### config.mk
export PLATFORM = sky130hd
export DESIGN_NAME = boot_rom_fetch_if
export DESIGN_NICKNAME = d
export VERILOG_FILES = /design/src/rtl/boot_rom_pkg.sv /design/src/rtl/boot_rom_resp_fifo.sv /design/src/rtl/boot_rom_fetch_if.sv
export SDC_FILE = /design/constraint.sdc
export NUM_CORES = 1
export LEC_CHECK = 0
export CORE_UTILIZATION = 45
export CTS_CLUSTER_DIAMETER = 120
export DETAILED_ROUTE_END_ITERATION = 16
export PLACE_DENSITY = 0.85
export SETUP_SLACK_MARGIN = 0.5
export SKIP_LAST_GASP = 1
export SYNTH_ARGS = -nofsm -noshare
export SYNTH_HDL_FRONTEND = slang
export SYNTH_HIERARCHICAL = 1
export SYNTH_SLANG_ARGS = --single-unit
export TNS_END_PERCENT = 5
### constraint.sdc
create_clock -name CLK -period 3.65 [get_ports CLK]
set_input_delay 0.73 -clock CLK [delete_from_list [all_inputs] [get_ports CLK]]
set_output_delay 0.73 -clock CLK [all_outputs]
set_load 0.01 [all_outputs]
### src/rtl/boot_rom_pkg.sv
// Shared constants and the response record for the boot ROM fetch adapter.
package boot_rom_pkg;

  localparam int unsigned ROM_WORDS      = 800;
  localparam logic [31:0] BOOT_BASE_ADDR = 32'h0000_8000;
  localparam int          ROM_AW         = 10;

  typedef struct packed {
    logic [31:0] rdata;
    logic        err;
  } rom_resp_t;

endpackage

### src/rtl/boot_rom_resp_fifo.sv
// Small response FIFO of rom_resp_t; pointers wrap modulo DEPTH so any depth works.
module boot_rom_resp_fifo
  import boot_rom_pkg::*;
#(
  parameter int DEPTH = 2,
  localparam int PW = (DEPTH > 1) ? $clog2(DEPTH) : 1,
  localparam int CW = $clog2(DEPTH + 1)
) (
  input  logic          CLK,
  input  logic          RSTN,
  input  logic          push,
  input  rom_resp_t     push_data,
  input  logic          pop,
  output rom_resp_t     head,
  output logic [CW-1:0] occ,
  output logic          empty
);

  rom_resp_t     mem [DEPTH];
  logic [PW-1:0] wr_ptr;
  logic [PW-1:0] rd_ptr;
  logic          do_pop;

  function automatic logic [PW-1:0] ptr_inc(input logic [PW-1:0] p);
    return (p == PW'(DEPTH - 1)) ? '0 : p + PW'(1);
  endfunction

  assign empty  = (occ == '0);
  assign do_pop = pop & ~empty;
  assign head   = mem[rd_ptr];

  always_ff @(posedge CLK or negedge RSTN) begin
    if (!RSTN) begin
      wr_ptr <= '0;
      rd_ptr <= '0;
      occ    <= '0;
      for (int i = 0; i < DEPTH; i++) mem[i] <= '0;
    end else begin
      if (push) begin
        mem[wr_ptr] <= push_data;
        wr_ptr      <= ptr_inc(wr_ptr);
      end
      if (do_pop) rd_ptr <= ptr_inc(rd_ptr);
      case ({push, do_pop})
        2'b10:   occ <= occ + CW'(1);
        2'b01:   occ <= occ - CW'(1);
        default: occ <= occ;
      endcase
    end
  end

endmodule

### src/rtl/boot_rom_fetch_if.sv
// Fetch request/grant/response adapter in front of the synchronous boot ROM:
// decodes byte addresses, flags bad fetches, and queues responses under credit control.
module boot_rom_fetch_if #(
  parameter int unsigned ROM_WORDS  = boot_rom_pkg::ROM_WORDS,
  parameter logic [31:0] BASE_ADDR  = boot_rom_pkg::BOOT_BASE_ADDR,
  parameter int          RESP_DEPTH = 2
) (
  input  logic        CLK,
  input  logic        RSTN,
  input  logic        req_i,
  input  logic [31:0] addr_i,
  output logic        gnt_o,
  output logic        rvalid_o,
  output logic [31:0] rdata_o,
  output logic        err_o,
  input  logic        rready_i,
  output logic        rom_csn_o,
  output logic [9:0]  rom_a_o,
  input  logic [31:0] rom_q_i
);
  import boot_rom_pkg::*;

  localparam int CW = $clog2(RESP_DEPTH + 1);

  // Handshakes: a request transfers when req_i & gnt_o; a response transfers
  // when rvalid_o & rready_i. rvalid_o never drops and rdata_o/err_o never
  // change until the response has transferred.

  logic [31:0]   word_idx;
  logic          in_range;
  logic          rom_sel;
  logic          pop;
  logic          inflight_q;
  logic          inflight_err_q;
  logic [CW-1:0] occ;
  logic [CW:0]   credit;
  logic          fifo_empty;
  rom_resp_t     head;
  rom_resp_t     push_data;

  assign word_idx = (addr_i - BASE_ADDR) >> 2;
  assign in_range = (addr_i >= BASE_ADDR) && (word_idx < ROM_WORDS) &&
                    (addr_i[1:0] == 2'b00);

  // Credits count every slot already promised: queued entries plus the fetch
  // whose ROM data lands this cycle, minus the entry leaving right now.
  assign pop    = rvalid_o & rready_i;
  assign credit = {1'b0, occ} + {{CW{1'b0}}, inflight_q} - {{CW{1'b0}}, pop};
  assign gnt_o  = req_i & (credit < (CW+1)'(RESP_DEPTH));

  assign rom_sel   = RSTN & gnt_o & in_range;
  assign rom_csn_o = ~rom_sel;
  assign rom_a_o   = rom_sel ? word_idx[9:0] : '0;

  always_ff @(posedge CLK or negedge RSTN) begin
    if (!RSTN) begin
      inflight_q     <= 1'b0;
      inflight_err_q <= 1'b0;
    end else begin
      inflight_q     <= gnt_o;
      inflight_err_q <= gnt_o & ~in_range;
    end
  end

  assign push_data.rdata = inflight_err_q ? '0 : rom_q_i;
  assign push_data.err   = inflight_err_q;

  boot_rom_resp_fifo #(
    .DEPTH (RESP_DEPTH)
  ) u_resp_fifo (
    .CLK       (CLK),
    .RSTN      (RSTN),
    .push      (inflight_q),
    .push_data (push_data),
    .pop       (pop),
    .head      (head),
    .occ       (occ),
    .empty     (fifo_empty)
  );

  assign rvalid_o = ~fifo_empty;
  assign rdata_o  = rvalid_o ? head.rdata : '0;
  assign err_o    = rvalid_o & head.err;

endmodule

Word level (Yosys, flattened, before mapping)
Index checks and enable logic that the tools add are counted.
- flip-flop bits (word level): 72
- input port bits: 68
- output and inout port bits: 46
- logic and storage cells: 54
- add/subtract/negate cells: 7
- magnitude comparators: 6
- equality and inequality tests: 2
- muxes and demuxes: 12
- bitwise gates (word level): 12
- reduce and logical (&&, ||, !) cells: 6
- operator list (operator ; count):
    $mux W33 ; 4
    $bwmux W66 ; 1
    $mux W32 ; 2
    $demux W33 S1 ; 1
    $ge A32 B16 Y1 const B ; 1
    $sub A32 B16 Y32 const B ; 1
    $lt A30 B10 Y1 const B ; 1
    $mux W10 ; 1
    $and A1 B1 Y1 ; 7
    $ge A2 B2 Y1 const B ; 2
    $logic_not A2 Y1 ; 2
    $not A1 Y2 ; 2
    $pmux W2 S2 ; 1
    $add A2 B1 Y3 ; 1
    $logic_and A1 B1 Y1 ; 3
    $lt A3 B2 Y1 const B ; 1
    $not A1 Y1 ; 3
    $sub A3 B1 Y3 ; 1
    $add A1 B1 Y1 const B ; 2
    $add A2 B1 Y2 const B ; 1
    $eq A2 B1 Y1 const B ; 1
    $eq A2 B2 Y1 const B ; 1
    $lt A2 B1 Y1 const B ; 1
    $mux W1 ; 2
    other kinds (2) ; 2

Depth between registers and ports, before layout
Gate-level depths: netlist (run 1).
- depth after elaboration: 9
- mapped depth: 11

Modules after synthesis
Netlist (run 1), hierarchy kept.
- modules (own cells, without submodules) (module ; instances ; cells each ; area each (um^2) ; sequential area each (um^2)):
    boot_rom_resp_fifo ; 1 ; 191 ; 3169.3 ; 1751.7
    boot_rom_fetch_if ; 1 ; 144 ; 922.1 ; 50.0

Worst setup path after synthesis (run 1)
Ideal clock, no wire load.
- path kind: reg-to-output
- start point: register u_resp_fifo.occ[1]
- end point: output rom_a_o[1]
- arrival: 2618 ps
- data required time: 2920 ps
- setup slack: 302 ps
- cell stages (with the launch flop): 12
- path buffers: 1
- path through: dfrtp_1 nor2_1 nor2b_1 ha_1 nand2b_1 fa_1 xnor2_1 nand3_1 inv_1 clkbuf_1 nand3_1 nor2_1
- longest elaborated chain between the ends: 9
- elaborated cells between the ends (all ways): 10
- classes of those cells: 2 x add/sub; 1 x order compare; 1 x mux; 5 x bitwise; 1 x reduce/logical
- ends and longest elaborated chain (item ; line ; RTL):
    from (decl) ; boot_rom_resp_fifo.sv:15 ; output logic [CW-1:0] occ,
    from (signal assigned) ; boot_rom_resp_fifo.sv:45 ; 2'b10: occ <= occ + CW'(1);
    from (signal assigned) ; boot_rom_resp_fifo.sv:46 ; 2'b01: occ <= occ - CW'(1);
    $logic_not A2 Y1 ; boot_rom_resp_fifo.sv:28 ; assign empty = (occ == '0);
    via fifo_empty ; boot_rom_fetch_if.sv:37 ; logic fifo_empty;
    $not A1 Y1 ; boot_rom_fetch_if.sv:81 ; assign rvalid_o = ~fifo_empty;
    $and A1 B1 Y1 ; boot_rom_fetch_if.sv:47 ; assign pop = rvalid_o & rready_i;
    via pop ; boot_rom_fetch_if.sv:32 ; logic pop;
    $sub A3 B1 Y3 ; boot_rom_fetch_if.sv:48 ; assign credit = {1'b0, occ} + {{CW{1'b0}}, inflight_q} - {{CW{1'b0}}, pop};
    $lt A3 B2 Y1 ; boot_rom_fetch_if.sv:49 ; assign gnt_o = req_i & (credit < (CW+1)'(RESP_DEPTH));
    $and A1 B1 Y1 ; boot_rom_fetch_if.sv:49 ;
    via gnt_o ; boot_rom_fetch_if.sv:12 ; output logic gnt_o,
    $and A1 B1 Y1 (2 in series) ; boot_rom_fetch_if.sv:51 ; assign rom_sel = RSTN & gnt_o & in_range;
    $mux W10 ; boot_rom_fetch_if.sv:53 ; assign rom_a_o = rom_sel ? word_idx[9:0] : '0;
    to (decl) ; boot_rom_fetch_if.sv:18 ; output logic [9:0] rom_a_o,
The timed path passes the listed nets, and every way through them passes these cells.

Worst setup path after layout (run 1)
- start point: input addr_i[26]
- end point: output rom_a_o[5]
- longest elaborated chain between the ends: 6
- elaborated cells between the ends (all ways): 7
- classes of those cells: 1 x add/sub; 2 x order compare; 1 x mux; 1 x bitwise; 2 x reduce/logical
- ends and longest elaborated chain (item ; line ; RTL):
    from (decl) ; boot_rom_fetch_if.sv:11 ; input logic [31:0] addr_i,
    $sub A32 B16 Y32 ; boot_rom_fetch_if.sv:41 ; assign word_idx = (addr_i - BASE_ADDR) >> 2;
    $lt A30 B10 Y1 ; boot_rom_fetch_if.sv:42 ; assign in_range = (addr_i >= BASE_ADDR) && (word_idx < ROM_WORDS) &&
    $logic_and A1 B1 Y1 * (2 in series) ; boot_rom_fetch_if.sv:42 ;
    $and A1 B1 Y1 * ; boot_rom_fetch_if.sv:51 ;
    $mux W10 * ; boot_rom_fetch_if.sv:53 ;
Every way passes the cells marked *; elsewhere a longest branch is shown, timed or not.

==> results of run 1 <==
==> cell usage after synthesis, types with 2 or more instances <==
master	number	share of area, %
buf_2	4	0.49
buf_6	4	1.1
buf_8	3	1.1
clkbuf_1	8	0.73
dfrtp_1	72	44
ha_1	3	0.92
inv_1	7	0.64
mux2_2	69	19
mux2_4	30	11
nand2_1	3	0.28
nand3_1	11	1.3
nand4_1	2	0.31
nor2_1	15	1.4
nor2b_1	67	10
nor3_1	2	0.24
nor4_1	3	0.46
or4_1	2	0.37
xnor2_1	3	0.64
xor2_1	3	0.64
==> registers in the layout, summed over array words and instances, names as in the netlist <==
name                cells
inflight_err_q          1
u_resp_fifo/mem        66
u_resp_fifo/rd_ptr      1
u_resp_fifo/occ         2
u_resp_fifo/wr_ptr      1
inflight_q              1
==> kinds of logic after synthesis <==
family	count (synthesis)
compound gates	10
fa+ha+maj	4
buf+inv	27
simple gates	117
mux	99
xor+xnor	6
flops	72
==> critical path: stages <==
cell       delay (ps)
buf_2             110
or4_4             560
nor4_4            320
o2111ai_2         150
or4b_4            570
buf_6             170
nor2_4             90
buf_2             140
==> how the worst max path moves through the flow <==
stage	endpoint	slack, ps	cells after the start
2_1_floorplan	rom_a_o[0]	480	6
3_5_place_dp	rom_csn_o	-590	7
5_1_grt	rom_a_o[5]	40	8
3_3_place_gp	rom_csn_o	-530	7
6_report	rom_a_o[5]	80	8
4_1_cts	rom_a_o[9]	210	8
==> layout make-up <==
type / instances / area [um2] / area share (%)
multi-input combinational: 236 / 2350 / 40.3
sequential: 72 / 1800 / 30.9
timing repair buffer: 141 / 1330 / 22.7
tap: 108 / 135 / 2.32
clock buffer: 9 / 124 / 2.12
clock inverter: 7 / 61.3 / 1.05
inverter: 8 / 32.5 / 0.558
==> routing by layer <==
| metal | share of wire (%) | vias to the layer above | wire, um | track usage (%) |
|---|---|---|---|---|
| met5 | 0 | - | 0 | 0 |
| met3 | 4.2 | 9 | 423 | 4.32 |
| met2 | 51 | 107 | 5170 | 38.1 |
| li1 | - | 1429 | - | - |
| met4 | 0.77 | 0 | 78 | 5.43 |
| met1 | 44 | 1484 | 4420 | 27.4 |
==> repair_timing <==
| action | CTS | global route |
|---|---|---|
| setup endpoints to repair | 12 | 12 |
| gates cloned | 1 | 0 |
| pin swaps | 25 | 5 |
| resized for setup | 134 | 11 |
| setup buffers | 6 | 0 |
==> power by group through the flow <==
stage          Sequential [W]  Clock, W  Combinational [W]
2_1_floorplan         0.00135         0            0.00152
3_3_place_gp          0.00140         0            0.00232
3_5_place_dp          0.00144         0            0.00237
4_1_cts               0.00143  0.000612            0.00249
5_1_grt               0.00149  0.000638            0.00266
6_report              0.00143  0.000587            0.00249
==> per-stage QoR <==
stage          setup WS [ps]  instances  area, um2
2_1_floorplan            475        335       4100
3_3_place_gp            -528        558       5390
3_5_place_dp            -586        558       5390
4_1_cts                  214        581       5770
5_1_grt                 35.6        581       5830
6_report                81.6        581       5830
==> impl_metrics.tcl, run 1 <==
set metrics [dict create \
    status "complete, no violations" \
    insertedDiodeCount 0 \
    synth_compound_area_share_pct 1.90 \
    synth_cell_type_count 43 \
    fin_setup_tns_ps 0 \
    yosysWarnings 6 \
    drt-total-wl_mm 10.1 \
    synth-edff-count 0 \
    wl_per_cell_um 17.4 \
    cts_hold_buffers 0 \
    syn_area_mm2 0.00409 \
    holdCritStartpoint "u_resp_fifo/mem[7]$_DFFE_PN0P_" \
    nets 540 \
    synth_simple_gate_area_share_pct 17.2 \
    globalRouteOverflowTotal 0 \
    fmax_mhz 280 \
    ys_seq_elements 72 \
    min_path_type "flop to flop" \
    postLayoutCoreUtil_pct 66.6 \
    max_cap_viol_count 0 \
    clock_path_buffers 2 \
    avgSynthCellArea_um2 12.2 \
    hold_path_end "u_resp_fifo/mem[7]$_DFFE_PN0P_" \
    drv_slew 0 \
    grt_pass1_vias 3372 \
    clock_skew_ps 13.3 \
    vias 3029 \
    gp_routability_congestion 0.804 \
    grt_antenna_before_repair 0 \
    yosys.area_share.xor_xnor_pct 1.28 \
    p_per_area_mw_per_mm2 773 \
    crit_fanout 6 \
    io_pins 114 \
    drc 0 \
    vdd_ir_drop_max_v 0.000347 \
    cts_tree "yes" \
    die_w_um 97.4 \
    clockRootBuffer "clkbuf_8" \
    synth_top_family_by_area "multiplexers" \
    fillers 639 \
    grt_start_max_net_pins 73 \
    cts.sinks 72 \
    pwr-share-seq_pct 31.8 \
    timing.hold.ws_ps 506 \
    grt_pass1_wl_mm 16.5 \
    portBuffers 113 \
    p_switching_w 0.00151 \
    arrival_ps 2840 \
    clk_pin_slew_ps 80 \
    combPwrFrac_pct 55.2 \
    p_int_w 0.00300 \
    clkLatencyLatePin_ps 350 \
    swShare_pct 33.5 \
    firstDrtPassIters 4 \
    rows 34 \
    hold_depth 1 \
    crit_start "addr_i[26]" \
    p_leak_nw 2.48 \
    htreeDepth 3 \
    clkPwrFrac_pct 13.0 \
    drt_iter0_drc 78 \
    r2r-start "u_resp_fifo/occ[1]$_DFFE_PN0P_" \
    worst_r2r_path_depth 10 \
    coreArea_mm2 0.00876 \
    rrSetupSlack_ps 1490 \
    fin_crit_ps 3570 \
    ys.flop_type "dfrtp_1" \
    synthCells 335 \
    via_per_inst 5.21 \
    layout_commonest_cell "clkdlybuf4s50_1" \
    rsz0062_at_grt "true" \
    cts_buffers 9 \
    yosys-mux-area-fraction_pct 30.0 \
    slew_headroom_pct 38.0 \
    mostFrequentLayoutCells "clkdlybuf4s50_1 (80), dfrtp_1 (71), mux2_2 (69), nor2b_1 (66), mux2_4 (30)" \
    async_flop_share_pct 100 \
    crit_path_end_kind "output pin" \
    path_class "input pin to output pin" \
    cp-start-kind "input pin" \
    r2r-end "inflight_err_q$_DFF_PN0_" \
    power_w 0.00451 \
    die_h_um 97.4 \
    antenna_left 0 \
    grtUsageTotal_pct 21.7 \
    syn_nets 407 \
    initial_core_util_pct 46.7 \
    hold_violations 0 \
    setup_violations 0 \
    area_growth_pct 42.6 \
    tightest_slew_ps 930 \
    hpwl_mm 6.44 \
    synthAdderAreaFrac_pct 1.41 \
    fin_crit_sh_pct 97.8 \
    drive_gt1_share_pct 43.1 \
    dieArea_mm2 0.00948 \
    required_ps 2920 \
    yosysSeqAreaShare_pct 44.0 \
]
No activity file was read; power rests on OpenSTA's default activity.
==> run 2, diff against run 1 <==
--- a/config.mk
+++ b/config.mk
@@ -5,10 +5,12 @@
 export SDC_FILE = /design/constraint.sdc
 export NUM_CORES = 1
 export LEC_CHECK = 0
-export CORE_UTILIZATION = 45
+export CELL_PAD_IN_SITES_DETAIL_PLACEMENT = 0
+export CELL_PAD_IN_SITES_GLOBAL_PLACEMENT = 2
+export CORE_UTILIZATION = 31
 export CTS_CLUSTER_DIAMETER = 120
 export DETAILED_ROUTE_END_ITERATION = 16
-export PLACE_DENSITY = 0.85
+export PLACE_DENSITY = 0.89
 export SETUP_SLACK_MARGIN = 0.5
 export SKIP_LAST_GASP = 1
 export SYNTH_ARGS = -nofsm -noshare
==> run 2 against run 1 <==
Effect of this change: critical path depth increased by 1; final cell count increased by 11%; worst setup slack lost 27 ps; global-route usage is 6.3 points lower; sequential power is essentially flat; total power increased by 6.0%; largest cell class unchanged; highest routed layer unchanged.
==> impl_metrics.tcl, run 2 (same netlist as run 1, synthesis figures left out) <==
set metrics [dict create \
    status "complete, no violations" \
    cts.sinks 72 \
    fillers 1217 \
    hpwl_mm 6.33 \
    fin_crit_ps 3600 \
    via_per_inst 4.73 \
    holdCritStartpoint "u_resp_fifo/mem[22]$_DFFE_PN0P_" \
    p_leak_nw 2.53 \
    largest_reg_flops 66 \
    clk_pin_slew_ps 50 \
    top_regs "u_resp_fifo/mem x66, u_resp_fifo/occ x2" \
    timing.final.ws_setup_ps 54.5 \
    fmax_mhz 278 \
    grtUsageTotal_pct 15.4 \
    nets 538 \
    grt_pass1_vias 3239 \
    rsz0062_at_grt "true" \
    crit_path_end_kind "output pin" \
    swShare_pct 30.8 \
    globalRouteOverflowTotal 0 \
    required_ps 2920 \
    path_class "input pin to output pin" \
    pwr-share-seq_pct 30.5 \
    max_cap_viol_count 0 \
    clkPwrFrac_pct 18.7 \
    largest-register "u_resp_fifo/mem" \
    cts_hold_buffers 0 \
    worst_r2r_path_depth 9 \
    vias 3045 \
    clkLatencyLatePin_ps 330 \
    hold_depth 1 \
    dp_slack_ps -543 \
    hold_violations 0 \
    drc 0 \
    combPwrFrac_pct 50.9 \
    mostFrequentLayoutCells "clkdlybuf4s50_1 (79), dfrtp_1 (71), mux2_2 (69), nor2b_1 (66), mux2_4 (30)" \
    slew_headroom_pct 37.8 \
    cts_tree "yes" \
    clock_path_buffers 2 \
    die_w_um 117 \
    coreArea_mm2 0.0127 \
    crit_fanout 3 \
    hold_path_end "u_resp_fifo/mem[22]$_DFFE_PN0P_" \
    cp-start-kind "input pin" \
    rows 41 \
    drt-total-wl_mm 9.93 \
    tightest_slew_ps 929 \
    drt_iter0_drc 44 \
    setup_violations 0 \
    multi_input_area_mm2 0.00232 \
    area.sequential_mm2 0.00180 \
    arrival_ps 2870 \
    cts_buffers 9 \
    wl_per_cell_um 15.4 \
    initial_core_util_pct 32.2 \
    portBuffers 113 \
    grt_antenna_before_repair 0 \
    io_pins 114 \
    firstDrtPassIters 4 \
    antenna_left 0 \
    grt_start_max_net_pins 73 \
    r2r-end "inflight_err_q$_DFF_PN0_" \
    grt_pass1_wl_mm 16.0 \
    p_int_w 0.00331 \
    rrSetupSlack_ps 1550 \
    dieArea_mm2 0.0137 \
    p_per_area_mw_per_mm2 801 \
    die_h_um 117 \
    layout_commonest_cell "clkdlybuf4s50_1" \
    clockRootBuffer "clkbuf_16" \
    clock_skew_ps 6.94 \
    r2r-start "u_resp_fifo/occ[1]$_DFFE_PN0P_" \
    gp_routability_congestion 0.751 \
    htreeDepth 3 \
    power_w 0.00478 \
    vdd_ir_drop_max_v 0.000257 \
    min_path_type "flop to flop" \
    drv_slew 0 \
    fin_setup_tns_ps 0 \
    fin_crit_sh_pct 98.5 \
    drive_gt1_share_pct 42.0 \
    p_switching_w 0.00147 \
    area_growth_pct 45.7 \
]
[run 2: layer usage]
layer  wire (um)  GRT usage (%)
met2        4930           27.0
met1        4360           18.9
met4         112           4.73
met5           0              0
met3         525           3.60
[run 2: power by group through the flow]
| stage | registers (W) | clock network (W) | logic, W |
|---|---|---|---|
| finish | 0.00146 | 0.000892 | 0.00243 |
| global route | 0.00152 | 0.000954 | 0.00264 |
| CTS | 0.00146 | 0.000912 | 0.00247 |
| detailed placement | 0.00147 | 0 | 0.00237 |
| global placement | 0.00144 | 0 | 0.00234 |
| floorplan | 0.00135 | 0 | 0.00152 |
[run 2: critical path: stages]
cell,delay (ps)
buf_6,90
or4_4,540
nor4_4,230
o2111ai_2,170
buf_4,170
or4b_4,570
buf_6,150
nor2_1,80
buf_2,130
[run 2: how the worst max path moves through the flow]
stage	cells past startpoint	to	startpoint
finish	9	rom_a_o[2]	addr_i[26]
global route	9	rom_a_o[2]	addr_i[26]
CTS	9	rom_a_o[3]	addr_i[14]
detailed placement	8	rom_csn_o	addr_i[23]
global placement	7	rom_csn_o	addr_i[1]
floorplan	6	rom_a_o[0]	addr_i[27]
[run 2: layout make-up]
| type | instances | share of cell area, % |
|---|---|---|
| antenna | 1 | 0.0420 |
| clock buffer | 11 | 4.24 |
| sequential | 72 | 30.2 |
| inverter | 8 | 0.546 |
| multi-input combinational | 237 | 38.9 |
| clock inverter | 5 | 0.902 |
| timing repair buffer | 138 | 21.6 |
| tap | 172 | 3.61 |
[run 2: repair_timing]
| item | in CTS | in global routing |
|---|---|---|
| pin swaps | 23 | 7 |
| resized for setup | 111 | 16 |
| cloned | 2 | 0 |
| hold endpoints to repair | 0 | 0 |
| setup endpoints to repair | 12 | 12 |
| setup buffers | 6 | 0 |
[run 2: through the flow]
step           utilization (%)  instances  hold slack (ps)  cell area (um2)
3_5_place_dp              43.0        619              487             5470
6_report                  46.9        644              499             5960
4_1_cts                   46.9        643              500             5960
5_1_grt                   46.8        643              507             5960
3_3_place_gp              43.0        619              481             5470
2_1_floorplan                -        335              434             4100
==> run 3, diff against run 2 <==
--- a/config.mk
+++ b/config.mk
@@ -5,6 +5,8 @@
 export SDC_FILE = /design/constraint.sdc
 export NUM_CORES = 1
 export LEC_CHECK = 0
+export ABC_CLOCK_PERIOD_IN_PS = 3650
+export CAP_MARGIN = 30
 export CELL_PAD_IN_SITES_DETAIL_PLACEMENT = 0
 export CELL_PAD_IN_SITES_GLOBAL_PLACEMENT = 2
 export CORE_UTILIZATION = 31
==> results of run 3 <==
The final DEF is identical to that of run 2; final timing and power are the same.
==> RTL change 1 (settings of run 1) <==
Reset style: synchronous (`RSTN`), changed in 2 clocked blocks.
--- a/src/rtl/boot_rom_resp_fifo.sv
+++ b/src/rtl/boot_rom_resp_fifo.sv
@@ -29,7 +29,7 @@
   assign do_pop = pop & ~empty;
   assign head   = mem[rd_ptr];
 
-  always_ff @(posedge CLK or negedge RSTN) begin
+  always_ff @(posedge CLK) begin
     if (!RSTN) begin
       wr_ptr <= '0;
       rd_ptr <= '0;
--- a/src/rtl/boot_rom_fetch_if.sv
+++ b/src/rtl/boot_rom_fetch_if.sv
@@ -52,7 +52,7 @@
   assign rom_csn_o = ~rom_sel;
   assign rom_a_o   = rom_sel ? word_idx[9:0] : '0;
 
-  always_ff @(posedge CLK or negedge RSTN) begin
+  always_ff @(posedge CLK) begin
     if (!RSTN) begin
       inflight_q     <= 1'b0;
       inflight_err_q <= 1'b0;
Check against the original RTL: differs if RSTN is asserted again (counterexample within 4 cycles, from zero or initial values and one cycle with RSTN low); with RSTN held inactive, the same outputs for 10 cycles.
==> RTL change 1 against run 1 <==
Count of clock-buffer cells in the layout unchanged; register-to-register slack worse by 0.06 ns; wire length down 6.7%; via count up 8.2%; final cell count up 9.0%; the flow now finishes with violations (negative setup slack); synthesized area down 2.9%; sequential cell count up 1; synthesized cell count up 13%; cell area down 1.4%; setup slack worse by 0.24 ns.
Power is not compared: it rests on default switching activity, and its combinational part moved more than twofold at a synthesized area within 25%.
==> RTL change 1: results (changes against run 1) <==
Yosys:
- The count of distinct cell types in the synthesized netlist is 39 (-9.3%).
- The post-synthesis average cell area is 10.5 um2 (-14%).
- The part of the Yosys area used for sequential elements came to 53.4% (+9.4 points).
- The main flop type after synthesis is edfxtp_1.
- The async set-reset flop share out of synthesis was 0% (-100 points).
- The count of flip-flops with a built-in enable after synthesis came to 66 (+66).
- After synthesis, the cell types taking the most area are edfxtp_1 50%, nor2b_1 11%, mux2_2 9.4%.
- Counting instances in the post-synthesis netlist gives the leading cell types as 71 x nor2_1, 69 x nor2b_1, 66 x edfxtp_1.
- The total nets after synthesis is 452 (+11%).

Routing:
- The routed wire length is 9.41 mm (-6.7%).
- The starting DRC count in detailed routing is 124 (+59%).
- The detailed-route via count was 3,277 (+8.2%).

Worst setup path:
- On the critical path, the stage with the largest delay is an instance of or4_4.
- The largest incremental delay on the critical path is 0.53 ns (-0.04 ns).
- The largest fanout of any net on the critical path was 3 (-3).

Placement:
- The worst slack after detailed placement was -0.820 ns (-0.234 ns).
- The instance count after placement with tap cells included is 607 (+8.8%).
- The detailed placer's ending HPWL is 6.22 mm (-3.4%).

Finish:
- The share of final-layout standard cells stronger than drive strength 1 is 25.0% (-18 points).
- The count of nets after finishing is 596 (+10%).
- The final cell count without fillers was 633 (+9.0%).

Timing:
- The count of endpoints failing setup in the final report is 8 (+8).
- The clock tree skew after final layout is 0.00990 ns (-0.00340 ns).
- The post-route setup TNS came to -0.783 ns (-0.783 ns).
- The slew of the pin with the lowest slew margin is 1.25 ns (+0.320 ns).
- The slack of the critical path is -0.158 ns (-0.240 ns).

GRT:
- The pin count of the biggest net entering global routing is 41 (-44%).
- The wire length of the first global-routing pass is 14.9 mm (-9.7%).
- The total global routing track utilization is 21.7% (about the same).

Floorplan:
- The core outline area is 8380 um2 (-4.4%).

Run status:
- The final reports fail on negative setup slack.
- The run finished, with violations left.

Clock tree:
- The clock transition at the register clock pins on the worst setup and hold paths after CTS is 0.06 ns (-0.02 ns).
[RTL change 1: routing by layer]
layer | global-route usage [%] | up-vias | wire length [um]
met5 | 0 | - | 0
met4 | 7.46 | 0 | 199
met3 | 5.53 | 15 | 573
met2 | 40.4 | 108 | 4990
met1 | 23.9 | 1570 | 3650
li1 | - | 1584 | -
[RTL change 1: logic make-up (layout without fill, tap and decap cells)]
| family | Yosys count | in the layout | share of synthesized area [%] |
|---|---|---|---|
| flops | 73 | 73 | 53.4 |
| buf+inv | 29 | 175 | 3.15 |
| xor+xnor | 4 | 4 | 0.882 |
| simple gates | 221 | 223 | 28.6 |
| compound gates | 15 | 15 | 2.90 |
| mux | 34 | 34 | 9.61 |
| fa+ha+maj | 4 | 4 | 1.45 |
[RTL change 1: path summary, 6_finish.rpt]
check / from / to / slack (ns) / cells past startpoint
setup reg to reg: u_resp_fifo/occ[0] / inflight_err_q / 1.43 / 10
setup / recovery: addr_i[24] / rom_a_o[9] / -0.16 / 8
hold reg to reg: u_resp_fifo/wr_ptr / u_resp_fifo/wr_ptr / 0.49 / 2
hold / removal: u_resp_fifo/wr_ptr / u_resp_fifo/wr_ptr / 0.49 / 2
[RTL change 1: cell type report]
| class | instances | area (um2) |
|---|---|---|
| tap | 105 | 131 |
| clock inverter | 6 | 60.1 |
| multi-input combinational | 280 | 1890 |
| inverter | 6 | 22.5 |
| sequential | 73 | 2120 |
| timing repair buffer | 154 | 1400 |
| fill | 633 | 2630 |
| clock buffer | 9 | 124 |
[RTL change 1: critical path: cells and delay by family]
kind | cells | cell delay [ns]
AND/OR/NAND/NOR | 4 | 1.74
AO/OA/AOI/OAI | 1 | 0.21
buffers and inverters | 3 | 0.40
[RTL change 1: what timing repair did]
action | in CTS | in global routing
buffers inserted | 8 | 1
gates resized for setup | 75 | 6
hold endpoints to repair | 0 | 0
setup endpoints to repair | 12 | 12
cloned | 2 | 0
hold buffers | 0 | 0
pin swaps | 11 | 5
[RTL change 1: power by group through the flow]
stage	Sequential, mW	Combinational (mW)	Clock, mW
after floorplan	1.08	0.481	0
after global placement	1.11	0.816	0
after detailed placement	1.12	0.839	0
after CTS	1.10	0.876	0.599
after global routing	1.11	0.968	0.631
final	1.10	0.887	0.592
==> RTL change 2 (settings of run 1) <==
Without the edit above. Set the parameter `RESP_DEPTH` to 1 (it was 2).
--- a/src/rtl/boot_rom_fetch_if.sv
+++ b/src/rtl/boot_rom_fetch_if.sv
@@ -3,7 +3,7 @@
 module boot_rom_fetch_if #(
   parameter int unsigned ROM_WORDS  = boot_rom_pkg::ROM_WORDS,
   parameter logic [31:0] BASE_ADDR  = boot_rom_pkg::BOOT_BASE_ADDR,
-  parameter int          RESP_DEPTH = 2
+  parameter int          RESP_DEPTH = 1
 ) (
   input  logic        CLK,
   input  logic        RSTN,
Formal check against the unedited RTL: not equivalent (a bounded check fails within 4 cycles, from zero or initial values and one cycle with RSTN low).
==> RTL change 2 against run 1 <==
Cell area down 37%; utilization up 11 points; sequential cell count down 36; hold slack worse by 0.11 ns; largest cell class unchanged; synthesized area down 45%; via count down 37%; setup slack better by 0.46 ns; power down 47%; final cell count down 33%; wire length down 42%.
==> RTL change 2: results (changes against run 1) <==
Run status:
- The flow ran to the end, and the final reports show no timing, DRC or antenna violations.

Placement:
- The detailed placer's ending HPWL is 3.95 mm (-39%).
- The instance count after placement with tap cells included is 371 (-34%).
- The routability congestion estimate is 0.784 (-2.5%).
- The instance area at placement is 3410 um2 (-37%).
- The worst slack after detailed placement is -0.349 ns (+0.237 ns).

Worst setup path:
- The largest fanout of any net on the critical path is 6 (unchanged).
- The internal reg-to-reg setup slack is 1.71 ns (+0.22 ns).
- The depth of the worst register-to-register path is 11 (+1).
- The largest incremental delay on the critical path was 0.29 ns (-0.28 ns).
- The beginning of the worst register-to-register path is u_resp_fifo/occ.
- The data arrival time of the critical path came to 2.38 ns (-0.46 ns).
- On the critical path, the stage with the largest delay is an instance of nor4_2.

Timing:
- The headroom to the max-slew limit is 26.8% (-11 points).
- The post-route worst hold slack came to 0.394 ns (-0.112 ns).
- The clock tree skew after final layout is 0.00780 ns (-0.00550 ns).

Routing:
- The routed wire length is 5.86 mm (-42%).
- The iteration count of the initial detailed-routing pass is 4 (unchanged).
- The detailed-route vias per instance was 4.95 (-5.0%).
- The routed wirelength normalized by instance count was 15.1 um (-13%).

Clock tree:
- The source-to-sink clock delay at the later pin of the worst-skew pair was 0.29 ns (-0.06 ns).
- The tree is rooted in a clkbuf_8.
- The post-cts sizing count came to 94 (-30%).
- The H-tree depth came to 2 (-1).
- The number of buffers created by CTS is 5 (-4).

Yosys:
- The total nets after synthesis is 266 (-35%).
- The number of standard cells after synthesis is 195 (-42%).
- The part of the Yosys area used for sequential elements is 40.2% (-3.9 points).
- Yosys attributes the largest share of cell area to dfrtp_1 40%, mux2_4 19%, nor2b_1 19%.

GRT:
- The pin count of the biggest net entering global routing was 35 (-52%).
- The met3 track demand over resource is 6.63% (+2.3 points).
- The total global routing track utilization is 23.1% (+1.4 points).
- The global routing usage on met1 is 26.5% (-0.90 points).
- The met2 track demand over resource is 41.8% (+3.7 points).
- The number of global-route vias before repair is 2,018 (-40%).

Power and ir drop:
- The worst-case vdd ir drop is 324 uV (-6.6%).
- The leakage dissipation is 1.62 nW (-35%).

Finish:
- The share of final-layout standard cells stronger than drive strength 1 is 31.2% (-12 points).
- The flip-flop count of the largest register after layout is 33 (-50%).
- The count of nets after finishing came to 391 (-28%).

Min path:
- The min-delay analysis places its worst path in the category input pin to asynchronous set/reset pin.
RTL change 2: changes by cell type in the layout (fill, tap and decap cells not counted), sizes merged, moves of 5 or more:
cell          run 1  this run
mux2             99        33
dfrtp            72        36
nand3            11         4
and4              0        10
nor2             16         1
buf              47        33
inv              12         7
RTL change 2: how the worst max path moves through the flow:
stage / slack [ns] / end / start / cells past startpoint
final: 0.54 / rom_a_o[4] / addr_i[9] / 8
after floorplan: 0.58 / rom_a_o[2] / rready_i / 8
after detailed placement: -0.35 / rom_a_o[3] / addr_i[8] / 7
after global routing: 0.47 / rom_csn_o / addr_i[9] / 9
after CTS: 0.50 / rom_a_o[3] / addr_i[9] / 8
after global placement: -0.29 / rom_a_o[1] / addr_i[8] / 7
RTL change 2: routing by layer:
metal	vias up	wire, um
met4	0	58
met2	88	3070
li1	904	-
met1	923	2300
met3	6	430
met5	-	0
RTL change 2: report_power, final:
part | switching [mW] | total, mW | internal (mW)
Clock | 0.139 | 0.292 | 0.153
Combinational | 0.503 | 1.37 | 0.866
Sequential | 0.126 | 0.717 | 0.591
Total | 0.769 | 2.38 | 1.61
RTL change 2: final cells by class:
class / instances / area [um2]
Inverter: 7 / 28.8
Sequential cell: 36 / 902
Tap cell: 67 / 83.8
Clock buffer: 7 / 86.3
Timing Repair Buffer: 131 / 1210
Fill cell: 338 / 1090
Clock inverter: 1 / 7.51
Multi-Input combinational cell: 139 / 1340
RTL change 2: kinds of logic after synthesis:
logic type,after synthesis,share of synthesized area (%)
DFF,36,40.2
buffers and inverters,20,6.19
xor gates and xnor gates,3,1.17
and+or+nand+nor,97,28.2
adders and majority gates,3,1.67
muxes,33,21.4
AOI/OAI and AO/OA,3,1.17
